$ cat src/rtl/instr_encoder.sv
// Instruction-word encoder with a one-entry valid/ready output register and program address counter.
// Optional build macro INSTR_ENC_CHECK_EN: drop reserved-class requests and pulse err instead of emitting a NOP.
module instr_encoder #(
  parameter int                ADDR_W     = 8,
  parameter logic [ADDR_W-1:0] START_ADDR = '0
) (
  input  logic              clk,
  input  logic              rst,
  input  logic              req_valid,
  output logic              req_ready,
  input  logic [1:0]        req_class,
  input  logic [4:0]        req_rs,
  input  logic [4:0]        req_rt,
  input  logic [4:0]        req_rd,
  input  logic [1:0]        req_alu,
  input  logic [15:0]       req_imm,
  input  logic              addr_clr,
  output logic [31:0]       instr,
  output logic [ADDR_W-1:0] instr_addr,
  output logic              instr_valid,
  input  logic              instr_ready,
  output logic              err
);

  typedef enum logic {EMPTY, FULL} state_t;

  state_t            state_reg, state_next;
  logic [31:0]       instr_reg;
  logic [ADDR_W-1:0] count_reg;
  logic [31:0]       word;
  logic              transfer;
  logic              accept;
  logic              drop;
  logic              load;

  assign instr_valid = (state_reg == FULL);
  assign instr       = instr_reg;
  assign instr_addr  = count_reg;
  assign transfer    = instr_valid && instr_ready;
  assign req_ready   = !instr_valid || instr_ready;
  assign accept      = req_valid && req_ready;

`ifdef INSTR_ENC_CHECK_EN
  logic err_reg;

  assign drop = accept && (req_class == 2'd3);
  assign err  = err_reg;

  always_ff @(posedge clk or posedge rst) begin
    if (rst) begin
      err_reg <= 1'b0;
    end else begin
      err_reg <= drop;
    end
  end
`else
  assign drop = 1'b0;
  assign err  = 1'b0;
`endif

  // A dropped reserved request is accepted upstream but never reaches the output register.
  assign load = accept && !drop;

  always_comb begin
    word        = '0;
    word[25:21] = req_rs;
    word[20:16] = req_rt;
    case (req_class)
      2'd0: begin
        word[31:26] = 6'd5;
        word[15:11] = req_rd;
        case (req_alu)
          2'd0:    word[5:0] = 6'd32;
          2'd1:    word[5:0] = 6'd34;
          2'd2:    word[5:0] = 6'd36;
          default: word[5:0] = 6'd37;
        endcase
      end
      2'd1: begin
        word[31:26] = 6'd6;
        word[15:0]  = req_imm;
      end
      2'd2: begin
        word[31:26] = 6'd7;
        word[15:0]  = req_imm;
      end
      default: word = '0;
    endcase
  end

  always_comb begin
    state_next = state_reg;
    case (state_reg)
      EMPTY:   if (load) state_next = FULL;
      FULL:    if (transfer && !load) state_next = EMPTY;
      default: state_next = EMPTY;
    endcase
  end

  always_ff @(posedge clk or posedge rst) begin
    if (rst) begin
      state_reg <= EMPTY;
      instr_reg <= '0;
      count_reg <= START_ADDR;
    end else begin
      state_reg <= state_next;
      if (load) begin
        instr_reg <= word;
      end
      if (addr_clr) begin
        count_reg <= START_ADDR;
      end else if (transfer) begin
        count_reg <= count_reg + ADDR_W'(1);
      end
    end
  end

endmodule

$ cat config.mk
export PLATFORM = sky130hd
export DESIGN_NAME = instr_encoder
export DESIGN_NICKNAME = d
export VERILOG_FILES = /design/src/rtl/instr_encoder.sv
export SDC_FILE = /design/constraint.sdc
export NUM_CORES = 1
export LEC_CHECK = 0
export ABC_AREA = 1
export CORE_ASPECT_RATIO = 1.25
export CORE_UTILIZATION = 38
export CTS_BUF_LIST = sky130_fd_sc_hd__clkbuf_2 sky130_fd_sc_hd__clkbuf_4 sky130_fd_sc_hd__clkbuf_8
export DETAILED_ROUTE_END_ITERATION = 8
export PLACE_DENSITY_LB_ADDON = 0.1
export SYNTH_ARGS = -nofsm -noshare
export SYNTH_HDL_FRONTEND = slang
export SYNTH_SLANG_ARGS = --single-unit
$ cat constraint.sdc
create_clock -name clk -period 1.4 [get_ports clk]
set_input_delay 0.28 -clock clk [delete_from_list [all_inputs] [get_ports clk]]
set_output_delay 0.28 -clock clk [all_outputs]
set_load 0.02 [all_outputs]
==> results of run 1 <==
-- worst max path at each step --
| stage | end | from | cells past startpoint |
|---|---|---|---|
| after detailed placement | req_ready | instr_ready | 4 |
| after global placement | req_ready | instr_ready | 4 |
| final | instr_addr[5] | instr_addr[5]$_DFFE_PP0P_ | 1 |
| after floorplan | instr[2]$_DFFE_PP0P_ | req_class[0] | 7 |
| after CTS | instr[0]$_DFFE_PP0P_ | req_class[0] | 8 |
| after global routing | instr[17]$_DFFE_PP0P_ | req_class[1] | 6 |
-- cells by family (layout without fill, tap and decap cells) --
logic type	count (synthesis)	after routing	synth area share [%]
buffers and inverters	29	121	7.707
and+or+nand+nor	118	118	26.22
DFF	38	38	52.31
adders and majority gates	6	6	4.129
other	1	4	0.2063
AOI/OAI and AO/OA	34	34	9.429
-- stage by stage --
stage / utilization, % / instances
after floorplan: - / 229
after global placement: 61.77 / 371
after detailed placement: 61.77 / 371
after CTS: 63.77 / 379
after global routing: 64.13 / 379
final: 64.13 / 379
-- power by group through the flow --
stage	registers, mW	logic, mW	clock network (mW)
floorplan	1.44	0.233	0
global placement	1.30	0.815	0
detailed placement	1.30	0.823	0
CTS	1.28	0.738	1.17
global route	1.29	0.813	1.22
finish	1.28	0.737	1.14
-- timing repair --
item	CTS	global route
hold endpoints to repair	0	0
resized for setup	42	7
endpoints found under the setup margin	39	21
-- cell type report --
class	instances	area (sq um)
multi-input combinational	162	750.7
timing repair buffer	95	893.4
tap	58	72.57
clock inverter	2	60.06
clock buffer	6	82.58
fill	411	1612
sequential	38	950.9
inverter	18	71.32
-- routing by layer --
metal	up-vias	GRT usage (%)
met5	-	0
met3	4	4.741
met2	53	31.28
met1	746	21.55
li1	887	-
met4	0	6.136
-- synth_stat cells --
cell type	instances	area, sq um
nand2_2	1	6.260
buf_4	5	37.54
nand3_1	6	30.03
nand2_1	95	356.6
clkinv_1	1	3.750
inv_1	16	60.06
dfrtp_1	38	950.9
buf_2	3	15.01
a21oi_1	5	25.02
buf_6	1	11.26
inv_2	1	3.750
nand4_1	2	12.51
ha_1	6	75.07
o21ai_0	28	140.1
nor2_4	1	11.26
a31oi_1	1	6.260
nand2_4	1	11.26
conb_1	1	3.750
clkbuf_2	1	5.000
clkbuf_1	1	3.750
nor2_1	11	41.29
nand3b_1	1	7.510
==> reports/results.ini, run 1 <==
[worst_hold_path]
worstHoldPathType = input port to asynchronous set/reset pin

[clock_tree]
cts_made_buffers = 5
htreeDepth = 2
cts_hold_buf = 0
post_cts_buffers = 0
cts_root_buf = clkbuf_8
path_clk_slew_ns = 0.08
clk_path_buf_depth = 2
cts_tree = done
cts.sinks = 38
insertion_delay_ns = 0.28

[sta]
timing.hold.ws_ns = 0.3518
hold_viol = 0
rsz0062_at_grt = yes
fmax_mhz = 758.6
fin_crit_ns = 1.318
worst_slack_ns = 0.08171
setup_violations = 0
slew_violations = 0
worst_clock_skew_ns = 0.003978
final.setup.tns_ns = 0
post-route-period-util_pct = 94.16

[placement]
place_area_sq_mm = 0.002775
place_hpwl_um = 3017
dp_slack_ns = -0.3390
finalWeightedCongestion = 0.7317
io_buffers = 78

[power_and_ir_drop]
p_clk_share_pct = 36.2
powerDensity_mw_per_mm2 = 1095
p_total_mw = 3.156
p_sw_share_pct = 26.87
ir_worst_vdd_uv = 682.4
p_int_mw = 2.308
p_seq_share_pct = 40.4
p_sw_uw = 848.1
power_frac_comb_pct = 23.4
p_leak_nw = 1.543

[setup_path]
reg2reg_depth = 6
cp-end-kind = output pin
cp.required_ns = 1.12
r2r-start = instr_valid$_DFF_PP0_
crit_fanout = 4
r2r_slack_ns = 0.26
path_cells = dlygate4sd2_1
cp_data_arrival_time_ns = 1.04
reg2reg_to = instr[2]$_DFFE_PP0P_
max_stage_delay_ns = 0.40
worstSetupPathType = flop to output pin
crit_slowest_cell = dfrtp_1
startpoint_type = flop
crit_buf_inv = 1
critPathTopFamily = flip-flops

[drt]
vias_per_cell = 4.459
drtPass1Iterations = 4
route.met2.wl_um = 1959
antenna_left = 0
wl_met3_um = 238
wl_per_cell_um = 10.80
routed_wl_um = 4095
highest-signal-layer = met4
post-route-drc-count = 0
vias = 1690
initialDrtViolationCount = 51
wl_met1_um = 1849

[floorplanning]
num_rows = 27
io_pins = 83
start_util_pct = 40.46
die_x_um = 63.87
chipHeight_um = 79.33
dieArea_sq_mm = 0.005066
core-area_sq_mm = 0.004493

[grt]
first_global_vias = 1591
antenna_found_initial = 0
grt_pass1_wl_um = 7100
grt_max_degree = 39
overflow = 0
grt_usage_pct = 18.09

[layout]
mostFrequentLayoutCell = nand2_1
final_cell_mix = 95 x nand2_1, 39 x clkdlybuf4s50_1, 38 x dfrtp_1, 38 x dlygate4sd2_1, 23 x o21ai_0
stdcell_area_sq_mm = 0.002882
drive_gt1_share_pct = 9.969
largest_register_ffs = 29
finish.net_count = 366
diodes = 0
syn2layout_area_growth_pct = 58.50

[flow_run]
drv_cap = 0

[yosys]
ys_ff_latch = 38
netlist_instances = 226
ys_types = 22
yosysWarnings = 0
syn-cell-area_sq_mm = 0.001818
avgSynthCellArea_sq_um = 8.044
ys_seq_area_share_pct = 52.31

[run_status]
status = complete, no violations

Note: power is estimated with default switching activity, not from simulation.
==> run 2: changes to the inputs <==
--- a/config.mk
+++ b/config.mk
@@ -7,6 +7,7 @@
 export LEC_CHECK = 0
 export ABC_AREA = 1
 export CORE_ASPECT_RATIO = 1.25
+export CORE_MARGIN = 5
 export CORE_UTILIZATION = 38
 export CTS_BUF_LIST = sky130_fd_sc_hd__clkbuf_2 sky130_fd_sc_hd__clkbuf_4 sky130_fd_sc_hd__clkbuf_8
 export DETAILED_ROUTE_END_ITERATION = 8
==> run 2 against run 1 <==
  * Core utilization shrank 2.8 points
  * Power shrank 6.4%
  * Clock power shrank 18%
  * Count of clock-buffer cells in the layout is the same
  * Worst setup slack lost 0.020 ns
==> reports/results.ini, run 2 (synthesis results as in run 1) <==
[clock_tree]
post_cts_buffers = 0
cts.sinks = 38
path_clk_slew_ns = 0.07
htreeDepth = 2
cts_made_buffers = 5
cts_root_buf = clkbuf_8
insertion_delay_ns = 0.28
cts_hold_buf = 0
cts_tree = done
clk_path_buf_depth = 2
cts_resized = 42

[placement]
place_hpwl_um = 3367
finalWeightedCongestion = 0.7517
placed_cells_incl_taps = 375
io_buffers = 78
place_area_sq_mm = 0.002793

[floorplanning]
start_util_pct = 38.73
chipHeight_um = 87.33
dieArea_sq_mm = 0.006276
io_pins = 83
die_x_um = 71.87
core-area_sq_mm = 0.004695
num_rows = 28

[run_status]
status = complete, no violations

[drt]
initialDrtViolationCount = 47
drtPass1Iterations = 4
vias_per_cell = 4.539
antenna_left = 0
vias = 1734
wl_met3_um = 276
wl_met1_um = 1806
wl_per_cell_um = 11.35
post-route-drc-count = 0
route.met2.wl_um = 2173
routed_wl_um = 4337
highest-signal-layer = met4

[setup_path]
r2r_slack_ns = 0.24
crit_fanout = 8
reg2reg_depth = 6
r2r-start = instr_valid$_DFF_PP0_
startpoint_type = input port
path_cells = clkdlybuf4s50_1 > inv_1 > ha_4 > buf_6 > nand2_1 > nand2_1 > nand2_1 > o21ai_0
cp_data_arrival_time_ns = 1.54
max_stage_delay_ns = 0.48
cp.required_ns = 1.60
path_common_cell = nand2_1
crit_slowest_cell = clkdlybuf4s50_1
reg2reg_to = instr[17]$_DFFE_PP0P_
worstSetupPathType = input port to flop
cp-end-kind = flop

[sta]
setup_violations = 0
fin_crit_ns = 1.338
hold_viol = 0
slew_violations = 0
fmax_mhz = 747.3
timing.hold.ws_ns = 0.3554
post-route-period-util_pct = 95.58
worst_clock_skew_ns = 0.004378

[power_and_ir_drop]
ir_worst_vdd_uv = 579.3
p_leak_nw = 1.542
powerDensity_mw_per_mm2 = 1026
p_clk_share_pct = 31.6
p_seq_share_pct = 43.1
p_total_mw = 2.954
p_sw_share_pct = 28.07
p_sw_uw = 829.3
power_frac_comb_pct = 25.3
p_int_mw = 2.125

[layout]
mostFrequentLayoutCell = nand2_1
syn2layout_area_growth_pct = 58.36
finish.net_count = 368
final_cell_mix = 94 x nand2_1, 39 x clkdlybuf4s50_1, 38 x dfrtp_1, 38 x dlygate4sd2_1, 25 x o21ai_0
stdcell_area_sq_mm = 0.002879
fin_cells = 382
largest_register_ffs = 29
final_util_pct = 61.33
diodes = 0
drive_gt1_share_pct = 10.56

[flow_run]
drv_cap = 0

[grt]
grt_usage_pct = 14.74
grt_pass1_wl_um = 7279
overflow = 0
antenna_found_initial = 0
grt_max_degree = 39
first_global_vias = 1660

[worst_hold_path]
worstHoldPathType = input port to asynchronous set/reset pin

run 2: cell types whose count changed in the layout (fill, tap and decap cells not counted), sizes merged:
cell and change:
bufinv -1, buf +2
run 2: how the worst max path moves through the flow:
stage | to | start | cells after the start
after floorplan | instr[2]$_DFFE_PP0P_ | req_class[0] | 7
after global placement | req_ready | instr_ready | 4
after detailed placement | req_ready | instr_ready | 4
after CTS | instr[11]$_DFFE_PP0P_ | req_class[0] | 8
after global routing | instr[15]$_DFFE_PP0P_ | req_class[1] | 8
final | instr[11]$_DFFE_PP0P_ | req_class[0] | 8
run 2: routing by layer:
layer	vias up	global-route usage (%)
li1	886	-
met1	791	17.03
met2	52	25.67
met3	5	3.811
met4	0	6.154
met5	-	0
run 2: critical path, delay by kind of cell:
| kind | cells | cell delay [ns] |
|---|---|---|
| compound gates | 1 | 0.13 |
| fa+ha+maj | 1 | 0.28 |
| buf+inv | 3 | 0.68 |
| simple gates | 3 | 0.16 |
run 2: cell type report:
class                           count  area, sq um
Tap cell                           60        75.07
Fill cell                         459         1815
Timing Repair Buffer               97        915.9
Sequential cell                    38        950.9
Inverter                           18        71.32
Multi-Input combinational cell    162        753.2
Clock inverter                      1        30.03
Clock buffer                        6        82.58
run 2: power by group through the flow:
stage | Combinational, mW | Clock, mW | Sequential (mW)
2_1_floorplan | 0.233 | 0 | 1.44
3_3_place_gp | 0.823 | 0 | 1.30
3_5_place_dp | 0.834 | 0 | 1.30
4_1_cts | 0.750 | 0.968 | 1.27
5_1_grt | 0.828 | 1.01 | 1.29
6_report | 0.748 | 0.932 | 1.27
run 2: through the flow:
stage                      TNS (ns)  setup WS, ns
after global routing      -0.004700     -0.003766
final                             0       0.06184
after floorplan                   0        0.2302
after global placement       -6.282       -0.3277
after CTS                         0       0.02728
after detailed placement     -6.787       -0.3362
==> edit 1 (flow settings as in run 2) <==
Add a define of `INSTR_ENC_CHECK_EN`.
--- a/src/rtl/instr_encoder.sv
+++ b/src/rtl/instr_encoder.sv
@@ -1,5 +1,7 @@
 // Instruction-word encoder with a one-entry valid/ready output register and program address counter.
 // Optional build macro INSTR_ENC_CHECK_EN: drop reserved-class requests and pulse err instead of emitting a NOP.
+`define INSTR_ENC_CHECK_EN
+
 module instr_encoder #(
   parameter int                ADDR_W     = 8,
   parameter logic [ADDR_W-1:0] START_ADDR = '0
Check against the original RTL: not equivalent (a bounded check fails within 4 cycles, from zero or initial values and one cycle with rst high).
==> edit 1 against run 2 <==
Worst setup slack gained 12 ps. Critical path depth shrank 7. Combinational power rose by 9.4%. Wire length increased by 3.3%. Sequential power grew 6%. Sequential cell count is 1 higher. Area after synthesis down 3.0%. Clock skew is essentially flat. Final area shrank 2.2%. Total power is 1.3% higher. Maximum frequency rose by 0.88%. Sequential share of layout area is 1.6 points higher. First-iteration DRC count is 32% lower.
==> edit 1: results (changes against run 2) <==
\begin{tabular}{lr}
\hline
Metric & Value \\
\hline
\multicolumn{2}{l}{\textbf{Run status}} \\
\quad Outcome & complete, no violations \\
\multicolumn{2}{l}{\textbf{Layout}} \\
\quad Post-route non-filler standard cell count & 368 (-3.7\%) \\
\quad Share of post-route cells with drive strength above 1 & 11.3\% (+0.73 points) \\
\quad Post-layout nets & 354 (-3.8\%) \\
\multicolumn{2}{l}{\textbf{Clocking}} \\
\quad Post-CTS repair timing setup buffer count & 1 (+1) \\
\multicolumn{2}{l}{\textbf{Global route}} \\
\quad First-pass GRT wire length & 7570 um (+4.0\%) \\
\quad Total routing resource utilization after global routing & 15.6\% (+0.84 points) \\
\quad Vias in the first global route & 1711 (+3.1\%) \\
\quad Largest net degree at the start of global routing & 40 (+2.6\%) \\
\multicolumn{2}{l}{\textbf{Route}} \\
\quad Number of search-and-repair iterations in the first detailed-routing pass & 2 (-2) \\
\quad Met3 WL post-DR & 255 um (-7.6\%) \\
\quad Vias after detailed routing & 1616 (-6.8\%) \\
\quad Routed wl met2 & 2360 um (+8.6\%) \\
\quad Wire length the detailed router placed on met1 & 1730 um (-4.4\%) \\
\multicolumn{2}{l}{\textbf{Place}} \\
\quad Number of cells in the design after placement & 359 (-4.3\%) \\
\quad Final Wtd Congestion & 0.719 (-4.4\%) \\
\quad HPWL after detailed placement & 3510 um (+4.1\%) \\
\quad Placement-stage cell area & 2710 um\^{}2 (-2.9\%) \\
\quad \# port buffers & 79 (+1.3\%) \\
\multicolumn{2}{l}{\textbf{Worst setup path}} \\
\quad Family of cells with the greatest summed delay on the critical path & flip-flops \\
\quad Peak fanout along the critical path & 3 (-5) \\
\quad End point of the critical path & instr\_valid \\
\quad Worst setup startpoint & instr\_valid \\
\quad Reg-to-reg startpoint & instr\_addr[1] \\
\multicolumn{2}{l}{\textbf{Timing}} \\
\quad Worst hold slack across all endpoints & 339 ps (-16.6 ps) \\
\quad Setup clock skew after layout & 3.95 ps (-0.431 ps) \\
\multicolumn{2}{l}{\textbf{Pwr}} \\
\quad Worst IR drop on VDD & 0.000692 V (+20\%) \\
\quad Leakage power total & 0.00153 uW (-0.79\%) \\
\multicolumn{2}{l}{\textbf{Logic synthesis}} \\
\quad Post-synthesis cell type count & 20 (-9.1\%) \\
\quad Avg Synthesized Cell Area & 8.32 um\^{}2 (+3.4\%) \\
\multicolumn{2}{l}{\textbf{Worst hold path}} \\
\quad Type of the most critical hold path & input pin to register \\
\hline
\end{tabular}
==> edit 1: cell count changes after synthesis, sizes merged <==
| cell | run 2 | this run |
|---|---|---|
| ha | 6 | 5 |
| buf | 9 | 8 |
| nand4 | 2 | 1 |
| clkbuf | 2 | 0 |
| o21ai | 28 | 4 |
| or2 | 0 | 1 |
| dfrtp | 38 | 39 |
| nand3 | 6 | 14 |
| nor2 | 12 | 17 |
| nand2 | 97 | 99 |
| clkinv | 1 | 0 |
| nand3b | 1 | 2 |
| a31oi | 1 | 0 |
| a21oi | 5 | 4 |
==> edit 1: final cells by class <==
cell class              count  area [um^2]
fillers                   436         1640
flip-flops and latches     39          976
repair buffers             96          922
multi-input cells         150          677
clock buffers               7         96.3
well taps                  58         72.6
inverters                  17         63.8
clock inverters             1         7.51
==> edit 1: power groups by stage <==
stage	clock, uW	sequential (uW)	combinational, uW
3_5_place_dp	0	1370	918
5_1_grt	907	1360	898
2_1_floorplan	0	1540	236
6_report	832	1340	818
3_3_place_gp	0	1370	908
4_1_cts	861	1340	828
==> edit 2 (config.mk and constraints of run 2) <==
Without the edit above. Set the parameter `ADDR_W` to 7 (it was 8).
--- a/src/rtl/instr_encoder.sv
+++ b/src/rtl/instr_encoder.sv
@@ -1,7 +1,7 @@
 // Instruction-word encoder with a one-entry valid/ready output register and program address counter.
 // Optional build macro INSTR_ENC_CHECK_EN: drop reserved-class requests and pulse err instead of emitting a NOP.
 module instr_encoder #(
-  parameter int                ADDR_W     = 8,
+  parameter int                ADDR_W     = 7,
   parameter logic [ADDR_W-1:0] START_ADDR = '0
 ) (
   input  logic              clk,
Interface: changed (resized instr_addr); port bits go from 83 to 82. No check against the original RTL was run, so the function may have changed too.
==> edit 2 against run 2 <==
Sequential cell count decreased by 1. Final area decreased by 2.0%. Total power decreased by 7.5%. Critical path depth decreased by 1. Wire length increased by 3.2%. Maximum frequency increased by 0.98%. Area after synthesis decreased by 0.76%. Worst setup slack improved by 13 ps.
==> edit 2: results (changes against run 2) <==
\begin{tabular}{lr}
\hline
Metric & Value \\
\hline
\multicolumn{2}{l}{\textbf{Logic synthesis}} \\
\quad Post-synthesis instance total & 219 (-3.1\%) \\
\quad Arithmetic-cell share of the synthesized area counting full adders, half adders and majority gates & 4.16\% (+0.032 points) \\
\quad Post-synthesis sequential area ratio & 51.3\% (-0.99 points) \\
\quad Leading post-synthesis cells by instance count & 42 x sky130\_fd\_sc\_hd\_\_inv\_1, 38 x sky130\_fd\_sc\_hd\_\_nand2\_1, 37 x sky130\_fd\_sc\_hd\_\_dfrtp\_1, 28 x sky130\_fd\_sc\_hd\_\_nand3\_1, 28 x sky130\_fd\_sc\_hd\_\_o21ai\_0 \\
\multicolumn{2}{l}{\textbf{Die}} \\
\quad Die outline width & 71.6 um (-0.33\%) \\
\multicolumn{2}{l}{\textbf{Layout}} \\
\quad Seq area share & 32.8\% (-0.21 points) \\
\quad Area taken by multi-input logic gates & 657 um\^{}2 (-13\%) \\
\quad Share of post-route cells with drive strength above 1 & 10.5\% (-0.083 points) \\
\quad Post-layout nets & 360 (-2.2\%) \\
\quad Signal buf overhead & 32.2\% (+0.38 points) \\
\quad Multi-input gates & 128 (-21\%) \\
\quad Inverter count of the layout excluding clock inverters & 45 (+27) \\
\multicolumn{2}{l}{\textbf{Worst setup path}} \\
\quad End point of the critical path & instr[26] \\
\quad Worst Reg2Reg Path Length in Cells & 5 (-1) \\
\quad Minimum setup slack among reg-to-reg paths & 160 ps (-80 ps) \\
\multicolumn{2}{l}{\textbf{Route}} \\
\quad First-iteration detailed-routing DRC count & 92 (+96\%) \\
\quad Via density & 4.51 (-0.54\%) \\
\multicolumn{2}{l}{\textbf{Global route}} \\
\quad Largest net degree at the start of global routing & 36 (-7.7\%) \\
\multicolumn{2}{l}{\textbf{Pwr}} \\
\quad Part of the power in the clock network & 26.7\% (-4.9 points) \\
\quad Worst IR drop on VDD & 0.000457 V (-21\%) \\
\quad Leakage power total & 0.00149 uW (-3.6\%) \\
\multicolumn{2}{l}{\textbf{Place}} \\
\quad Worst setup slack after placement & -357 ps (-21.2 ps) \\
\quad Placement-stage cell area & 2760 um\^{}2 (-1.2\%) \\
\quad \# port buffers & 77 (-1.3\%) \\
\multicolumn{2}{l}{\textbf{Timing}} \\
\quad Final Cycle Share & 94.7\% (-0.93 points) \\
\quad Worst hold slack across all endpoints & 363 ps (+7.60 ps) \\
\multicolumn{2}{l}{\textbf{Run status}} \\
\quad Outcome & complete, no violations \\
\hline
\end{tabular}
edit 2: changes by cell type in the layout (fill, tap and decap cells not counted), moves of 2 or more:
cell and delta:
sky130_fd_sc_hd__nand2_1 -56, sky130_fd_sc_hd__inv_1 +24, sky130_fd_sc_hd__nand3_1 +22, sky130_fd_sc_hd__clkinv_1 +3, sky130_fd_sc_hd__a21oi_1 -2, sky130_fd_sc_hd__buf_4 +2, sky130_fd_sc_hd__clkinv_2 +2, sky130_fd_sc_hd__nand2_2 -2
sky130_fd_sc_hd__nor3_1 +2, sky130_fd_sc_hd__o21ai_0 +2, sky130_fd_sc_hd__o22ai_1 +2
edit 2: timing repair:
| item | in CTS | in global routing |
|---|---|---|
| pin swaps | 0 | 0 |
| setup endpoints to repair | 38 | 14 |
| gates resized for setup | 41 | 8 |
| cloned | 0 | 0 |
edit 2: routing by layer:
metal  track usage, %  share of wire, %  up-vias
met5                0                 0        -
li1                 -                 -      864
met4             5.13               1.3        0
met3             4.27               6.8        5
met1             17.3                41      771
met2             27.7                51       53
